===== src/rtl/pipe_pkg.sv =====
// Shared pipeline definitions: memory-access FSM states, RV32I load/store size
// codes and the access legality rule.
package pipe_pkg;

   typedef enum logic [1:0] {
      StIdle,
      StReq,
      StRsp,
      StDone
   } ma_state_e;

   localparam logic [2:0] F3_B  = 3'b000;
   localparam logic [2:0] F3_H  = 3'b001;
   localparam logic [2:0] F3_W  = 3'b010;
   localparam logic [2:0] F3_BU = 3'b100;
   localparam logic [2:0] F3_HU = 3'b101;

   // funct3[1:0] is the access size; loads may also use the unsigned forms.
   function automatic logic access_legal(input logic       is_load,
                                         input logic [2:0] f3,
                                         input logic [1:0] alo);
      logic align_ok;
      case (f3[1:0])
         2'b00:   align_ok = 1'b1;
         2'b01:   align_ok = ~alo[0];
         2'b10:   align_ok = (alo == 2'b00);
         default: align_ok = 1'b0;
      endcase
      return align_ok && (is_load ? (f3 != 3'b110) : ~f3[2]);
   endfunction

endpackage


===== src/rtl/ld_align_ext.sv =====
// Selects the addressed byte/halfword of a read word and sign/zero-extends it
// to 32 bits; purely combinational so forwarding logic can share it.
module ld_align_ext
   import pipe_pkg::*;
(
   input  logic [2:0]  funct3_i,
   input  logic [1:0]  addr_lo_i,
   input  logic [31:0] rdata_i,
   output logic [31:0] result_o
);

   logic [7:0]  byte_v;
   logic [15:0] half_v;

   always_comb begin
      byte_v = rdata_i[{addr_lo_i, 3'b000} +: 8];
      half_v = addr_lo_i[1] ? rdata_i[31:16] : rdata_i[15:0];
      case (funct3_i)
         F3_B:    result_o = {{24{byte_v[7]}}, byte_v};
         F3_H:    result_o = {{16{half_v[15]}}, half_v};
         F3_W:    result_o = rdata_i;
         F3_BU:   result_o = {24'h0, byte_v};
         F3_HU:   result_o = {16'h0, half_v};
         default: result_o = 32'h0;
      endcase
   end

endmodule


===== src/rtl/ma_mem_access_unit.sv =====
// Memory-access stage: issues one data-memory request per MA load/store, stalls
// upstream until it completes, faults on misalignment or times out.
module ma_mem_access_unit
   import pipe_pkg::*;
#(
   parameter int unsigned TIMEOUT_CYCLES = 255,
   parameter int unsigned TMR_W          = 8
) (
   input  logic        clk,
   input  logic        rst,
   input  logic        valid_in,
   input  logic        is_ld,
   input  logic        is_st,
   input  logic [2:0]  funct3,
   input  logic [31:0] addr,
   input  logic [31:0] st_data,
   output logic        stall_out,
   output logic [31:0] ld_result,
   output logic        done,
   output logic        access_err,
   output logic        bus_err,
   output logic        mem_req_valid,
   input  logic        mem_req_ready,
   output logic        mem_req_we,
   output logic [31:0] mem_req_addr,
   output logic [31:0] mem_req_wdata,
   output logic [3:0]  mem_req_be,
   input  logic        mem_rsp_valid,
   input  logic [31:0] mem_rsp_rdata
);

   localparam bit              TmrEn   = (TIMEOUT_CYCLES != 0);
   localparam logic [TMR_W-1:0] TmrLast = TMR_W'(TIMEOUT_CYCLES - 1);

   ma_state_e        state_q, state_d;
   logic [2:0]       f3_q, f3_d;
   logic [1:0]       alo_q, alo_d;
   logic [31:0]      req_addr_q, req_addr_d;
   logic             req_we_q, req_we_d;
   logic [3:0]       req_be_q, req_be_d;
   logic [31:0]      req_wdata_q, req_wdata_d;
   logic [TMR_W-1:0] tmr_q, tmr_d;
   logic [31:0]      ld_result_q, ld_result_d;
   logic             acc_err_q, acc_err_d;
   logic             bus_err_q, bus_err_d;
   logic [31:0]      rsp_ext;

   ld_align_ext u_ld_align_ext (
      .funct3_i  (f3_q),
      .addr_lo_i (alo_q),
      .rdata_i   (mem_rsp_rdata),
      .result_o  (rsp_ext)
   );

   always_comb begin
      state_d     = state_q;
      f3_d        = f3_q;
      alo_d       = alo_q;
      req_addr_d  = req_addr_q;
      req_we_d    = req_we_q;
      req_be_d    = req_be_q;
      req_wdata_d = req_wdata_q;
      tmr_d       = tmr_q;
      ld_result_d = ld_result_q;
      acc_err_d   = acc_err_q;
      bus_err_d   = bus_err_q;
      stall_out   = 1'b0;

      case (state_q)
         StIdle: begin
            if (valid_in && (is_ld || is_st)) begin
               stall_out  = 1'b1;
               f3_d       = funct3;
               alo_d      = addr[1:0];
               req_addr_d = {addr[31:2], 2'b00};
               // A load wins when both op flags are set.
               req_we_d   = ~is_ld;
               if (is_ld) begin
                  req_be_d    = 4'b1111;
                  req_wdata_d = 32'h0;
               end else begin
                  case (funct3)
                     F3_B: begin
                        req_be_d    = 4'b0001 << addr[1:0];
                        req_wdata_d = {4{st_data[7:0]}};
                     end
                     F3_H: begin
                        req_be_d    = 4'b0011 << addr[1:0];
                        req_wdata_d = {2{st_data[15:0]}};
                     end
                     default: begin
                        req_be_d    = 4'b1111;
                        req_wdata_d = st_data;
                     end
                  endcase
               end
               if (access_legal(is_ld, funct3, addr[1:0])) begin
                  state_d = StReq;
               end else begin
                  state_d     = StDone;
                  acc_err_d   = 1'b1;
                  ld_result_d = 32'h0;
               end
            end
         end

         StReq: begin
            stall_out = 1'b1;
            if (mem_req_ready) begin
               if (req_we_q) begin
                  state_d = StDone;
               end else begin
                  state_d = StRsp;
                  tmr_d   = '0;
               end
            end
         end

         StRsp: begin
            stall_out = 1'b1;
            // A response on the last permitted cycle still beats the timeout.
            if (mem_rsp_valid) begin
               ld_result_d = rsp_ext;
               state_d     = StDone;
            end else if (TmrEn && (tmr_q == TmrLast)) begin
               ld_result_d = 32'h0;
               bus_err_d   = 1'b1;
               state_d     = StDone;
            end else begin
               tmr_d = tmr_q + TMR_W'(1);
            end
         end

         StDone: begin
            acc_err_d = 1'b0;
            bus_err_d = 1'b0;
            state_d   = StIdle;
         end

         default: state_d = StIdle;
      endcase
   end

   always_ff @(posedge clk or posedge rst) begin
      if (rst) begin
         state_q     <= StIdle;
         f3_q        <= 3'b000;
         alo_q       <= 2'b00;
         req_addr_q  <= 32'h0;
         req_we_q    <= 1'b0;
         req_be_q    <= 4'b0000;
         req_wdata_q <= 32'h0;
         tmr_q       <= '0;
         ld_result_q <= 32'h0;
         acc_err_q   <= 1'b0;
         bus_err_q   <= 1'b0;
      end else begin
         state_q     <= state_d;
         f3_q        <= f3_d;
         alo_q       <= alo_d;
         req_addr_q  <= req_addr_d;
         req_we_q    <= req_we_d;
         req_be_q    <= req_be_d;
         req_wdata_q <= req_wdata_d;
         tmr_q       <= tmr_d;
         ld_result_q <= ld_result_d;
         acc_err_q   <= acc_err_d;
         bus_err_q   <= bus_err_d;
      end
   end

   assign done          = (state_q == StDone);
   assign access_err    = (state_q == StDone) && acc_err_q;
   assign bus_err       = (state_q == StDone) && bus_err_q;
   assign ld_result     = ld_result_q;
   assign mem_req_valid = (state_q == StReq);
   assign mem_req_we    = req_we_q;
   assign mem_req_addr  = req_addr_q;
   assign mem_req_wdata = req_wdata_q;
   assign mem_req_be    = req_be_q;

endmodule


===== config.mk =====
export PLATFORM = sky130hd
export DESIGN_NAME = ma_mem_access_unit
export DESIGN_NICKNAME = d
export VERILOG_FILES = /design/src/rtl/pipe_pkg.sv /design/src/rtl/ld_align_ext.sv /design/src/rtl/ma_mem_access_unit.sv
export SDC_FILE = /design/constraint.sdc
export NUM_CORES = 1
export LEC_CHECK = 0
export ABC_CLOCK_PERIOD_IN_PS = 3800
export CAP_MARGIN = 10
export CORE_MARGIN = 4
export CORE_UTILIZATION = 57
export CTS_CLUSTER_DIAMETER = 40
export DETAILED_ROUTE_END_ITERATION = 6
export DONT_BUFFER_PORTS = 1
export PLACE_DENSITY = 0.78
export SLEW_MARGIN = 0
export SYNTH_ARGS = -nofsm -noshare
export SYNTH_HDL_FRONTEND = slang
export SYNTH_SLANG_ARGS = --single-unit

===== constraint.sdc =====
create_clock -name clk -period 3.8 [get_ports clk]
set_input_delay 0.95 -clock clk [delete_from_list [all_inputs] [get_ports clk]]
set_output_delay 0.95 -clock clk [all_outputs]
set_load 0.03 [all_outputs]

==> metrics <==
status=complete, no violations; LEAKAGE=around 3 nW; Overflow after GRT=0; Fin Setup TNS=0 ns; routed wire length per instance=between 15 and 20 um; reg2reg start=state_q[0]$_DFFE_PP0P_; CP Launch Type=flop; residual DRC count=0; gpl congestion=about 0.84; DP HPWL=10.4 mm; RSZ-0062 raised after global routing=false; nets@finish=approximately 700; dpl cells=~720; Rows=35; die height=107 um; overall power=~6.3 mW; layout cells sized above 1=9.52%; number of synthesized register bits=about 120; Final Hold Viols=0; Finished Layout Cells=about 750; drt first pass iters=4; fin crit share=75.5%; # IOs=between 200 and 250; cts bufs inserted=17; Post-Syn Area=0.00559 mm2; largest net degree at the start of global routing=70; CTS clk-pin slew, worst paths=around 0.06 ns; Setup Crit Path Kind=reg2out; Seq/Total Area, Yosys=51.9%; CTS max path bufs=2; initial core utilization=about 60%; clock latency on the worst-skew pair=0.50 ns; total core area=~0.0094 mm2; antenna violations before repair=0; vias in the first global route=around 4500; via count=roughly 4400; die extent in x=around 110 um; GR Util All Layers=roughly 26%; Max-cap violations=0; post-CTS sizing=0; FF-to-FF setup slack=roughly 1.3 ns; Post-Synthesis Cells=618; Synth area leaders=dfrtp_1 (52%), nand2_1 (13%), a21oi_1 (3.8%), mux2i_1 (3.6%), o21ai_0 (3.4%); placed cell area=about 0.0057 mm2; Die Footprint=~0.011 mm2; top cell type's share of synthesized area=between 50% and 60%; f_max=349 MHz; # hold bufs at CTS=0; Final Skew=0.00952 ns; R2R depth=8; Unique masters post-synth=50; Max Slew Vio Count=0; Root Buffer=clkbuf_8; Slew @ Worst Pin=0.849 ns; Max VDD drop=between 0.4 and 0.5 mV; ys async rst share=between 90% and 100%; CTS tree=done; final wirelength=between 10 and 15 mm; Avg Synthesized Cell Area=slightly above 9 um2; P per Cell Area=around 1000 mW/mm2; number of synthesized flops with an enable pin=0; first-pass GRT wire length=23.2 mm; antenna fix cells=0; vias per inst=5.94; Util after Layout=66.5%; initial drt markers=296; Post-CTS Setup Repair Bufs=0; critical-path maximum fanout=6; RR Endpoint=mem_req_wdata[26]$_DFFE_PP0P_; CP Capture Type=output pin; final instance area=around 0.0063 mm2; Layout area overhead=11.9%; buffers added on ports=0; antenna-violating nets left=0; post-synth top area cell=dfrtp_1; Synth Flop Type=dfrtp_1; arrival time at the worst endpoint=1.92 ns; synthesis warning total=0; Hold Path Class=in2async; fin crit period=roughly 2.9 ns; Relative slew margins=43.4%; data required time of the worst path=between 2 and 3 ns; Sinks on Clock Net=between 100 and 150; final setup fails=0; H-tree depth=4
[per-layer routing]
metal | global-route usage (%) | part of all wire, % | up-vias
met2 | 41.8 | 50 | 189
li1 | - | - | 2098
met1 | 30.9 | 39 | 2147
met5 | 0 | 0 | -
met3 | 10.8 | 9.8 | 12
met4 | 7.49 | 1.2 | 0
[area by class of cell]
cell class | count | area, um2
well taps | 129 | 161
fillers | 733 | 3160
inverters | 10 | 41.3
repair buffers | 8 | 72.6
clock buffers | 18 | 428
clock inverters | 14 | 153
multi-input cells | 454 | 2500
flip-flops and latches | 116 | 2900
[through the flow]
stage                     worst slack [ns]  hold slack [ns]
after floorplan                      0.939            0.430
after global placement                1.34            0.445
after detailed placement              1.30            0.459
after CTS                            0.887            0.418
after global routing                 0.786            0.446
final                                0.933            0.407
[flip-flops by register name, indices dropped and copies added (netlist names)]
register / count
state_q: 2
mem_req_addr: 30
mem_req_be: 4
mem_req_we: 1
tmr_q: 8
acc_err_q: 1
alo_q: 2
bus_err_q: 1
f3_q: 3
mem_req_wdata: 32
ld_result: 32
[logic make-up after synthesis]
kind of cell | after synthesis | synth area share, %
compound gates | 154 | 17.7
buf+inv | 49 | 3.74
simple gates | 260 | 19.4
fa+ha+maj | 7 | 1.57
other cells | 1 | 0.0670
flops | 116 | 51.9
xor+xnor | 4 | 0.626
mux | 27 | 4.99
[worst max path at each step]
stage	start	endpoint	slack (ns)	cells after the start
after CTS	state_q[0]$_DFFE_PP0P_	stall_out	0.89	6
after global placement	is_st	stall_out	1.34	4
after global routing	state_q[0]$_DFFE_PP0P_	stall_out	0.79	6
final	state_q[0]$_DFFE_PP0P_	stall_out	0.93	6
after detailed placement	is_st	mem_req_wdata[9]$_DFFE_PP0P_	1.30	6
after floorplan	is_st	stall_out	0.94	4
[cell usage in the layout, fill, tap and decap left out, drive strengths merged, types with 2 or more instances in the layout]
master    count
nor2         23
a211oi        8
dfrtp       116
or2           2
o211ai        2
nor4          2
o21ai        51
nand2b        9
a21oi        42
and3          4
clkinv        4
and2          4
a31oi         2
xnor2         4
inv          13
a222oi        5
buf           8
clkbuf       18
conb          2
ha            7
a21o          2
o31ai        21
mux2i        20
o22a          3
nor2b         7
nand3         6
nand2       197
clkinvlp      5
mux2          7
a22o          8
o2bb2ai       2
bufinv        2
a22oi         2
[synthesized netlist by cell type (3+ instances only)]
library cell    n
a21oi_1        42
o31ai_1        21
buf_1           4
nand2_1       197
buf_2          13
ha_1            7
mux2_2          7
a222oi_1        5
o22a_1          3
inv_1          10
mux2i_1        20
dfrtp_1       116
nand2b_1        9
nor2b_1         7
o21ai_0        38
and3_1          4
o21ai_1        12
clkbuf_1       19
a22o_1          8
xnor2_1         4
nand3_1         6
nor2_1         23
and2_1          4
a211oi_1        7
[power by group]
group / switching (mW) / internal, mW
combinational: 1.02 / 0.570
sequential: 1.39 / 1.73
clock: 0.595 / 0.957
total: 3.00 / 3.25
[worst max-delay path, cell delays in order (launching register included)]
cell and delay [ns]:
dfrtp_1 0.40, inv_1 0.15, ha_1 0.30, o211a_1 0.22, nor2_1 0.05, nor2_1 0.11
buf_4 0.18
Power figures use the tool's default switching activity.
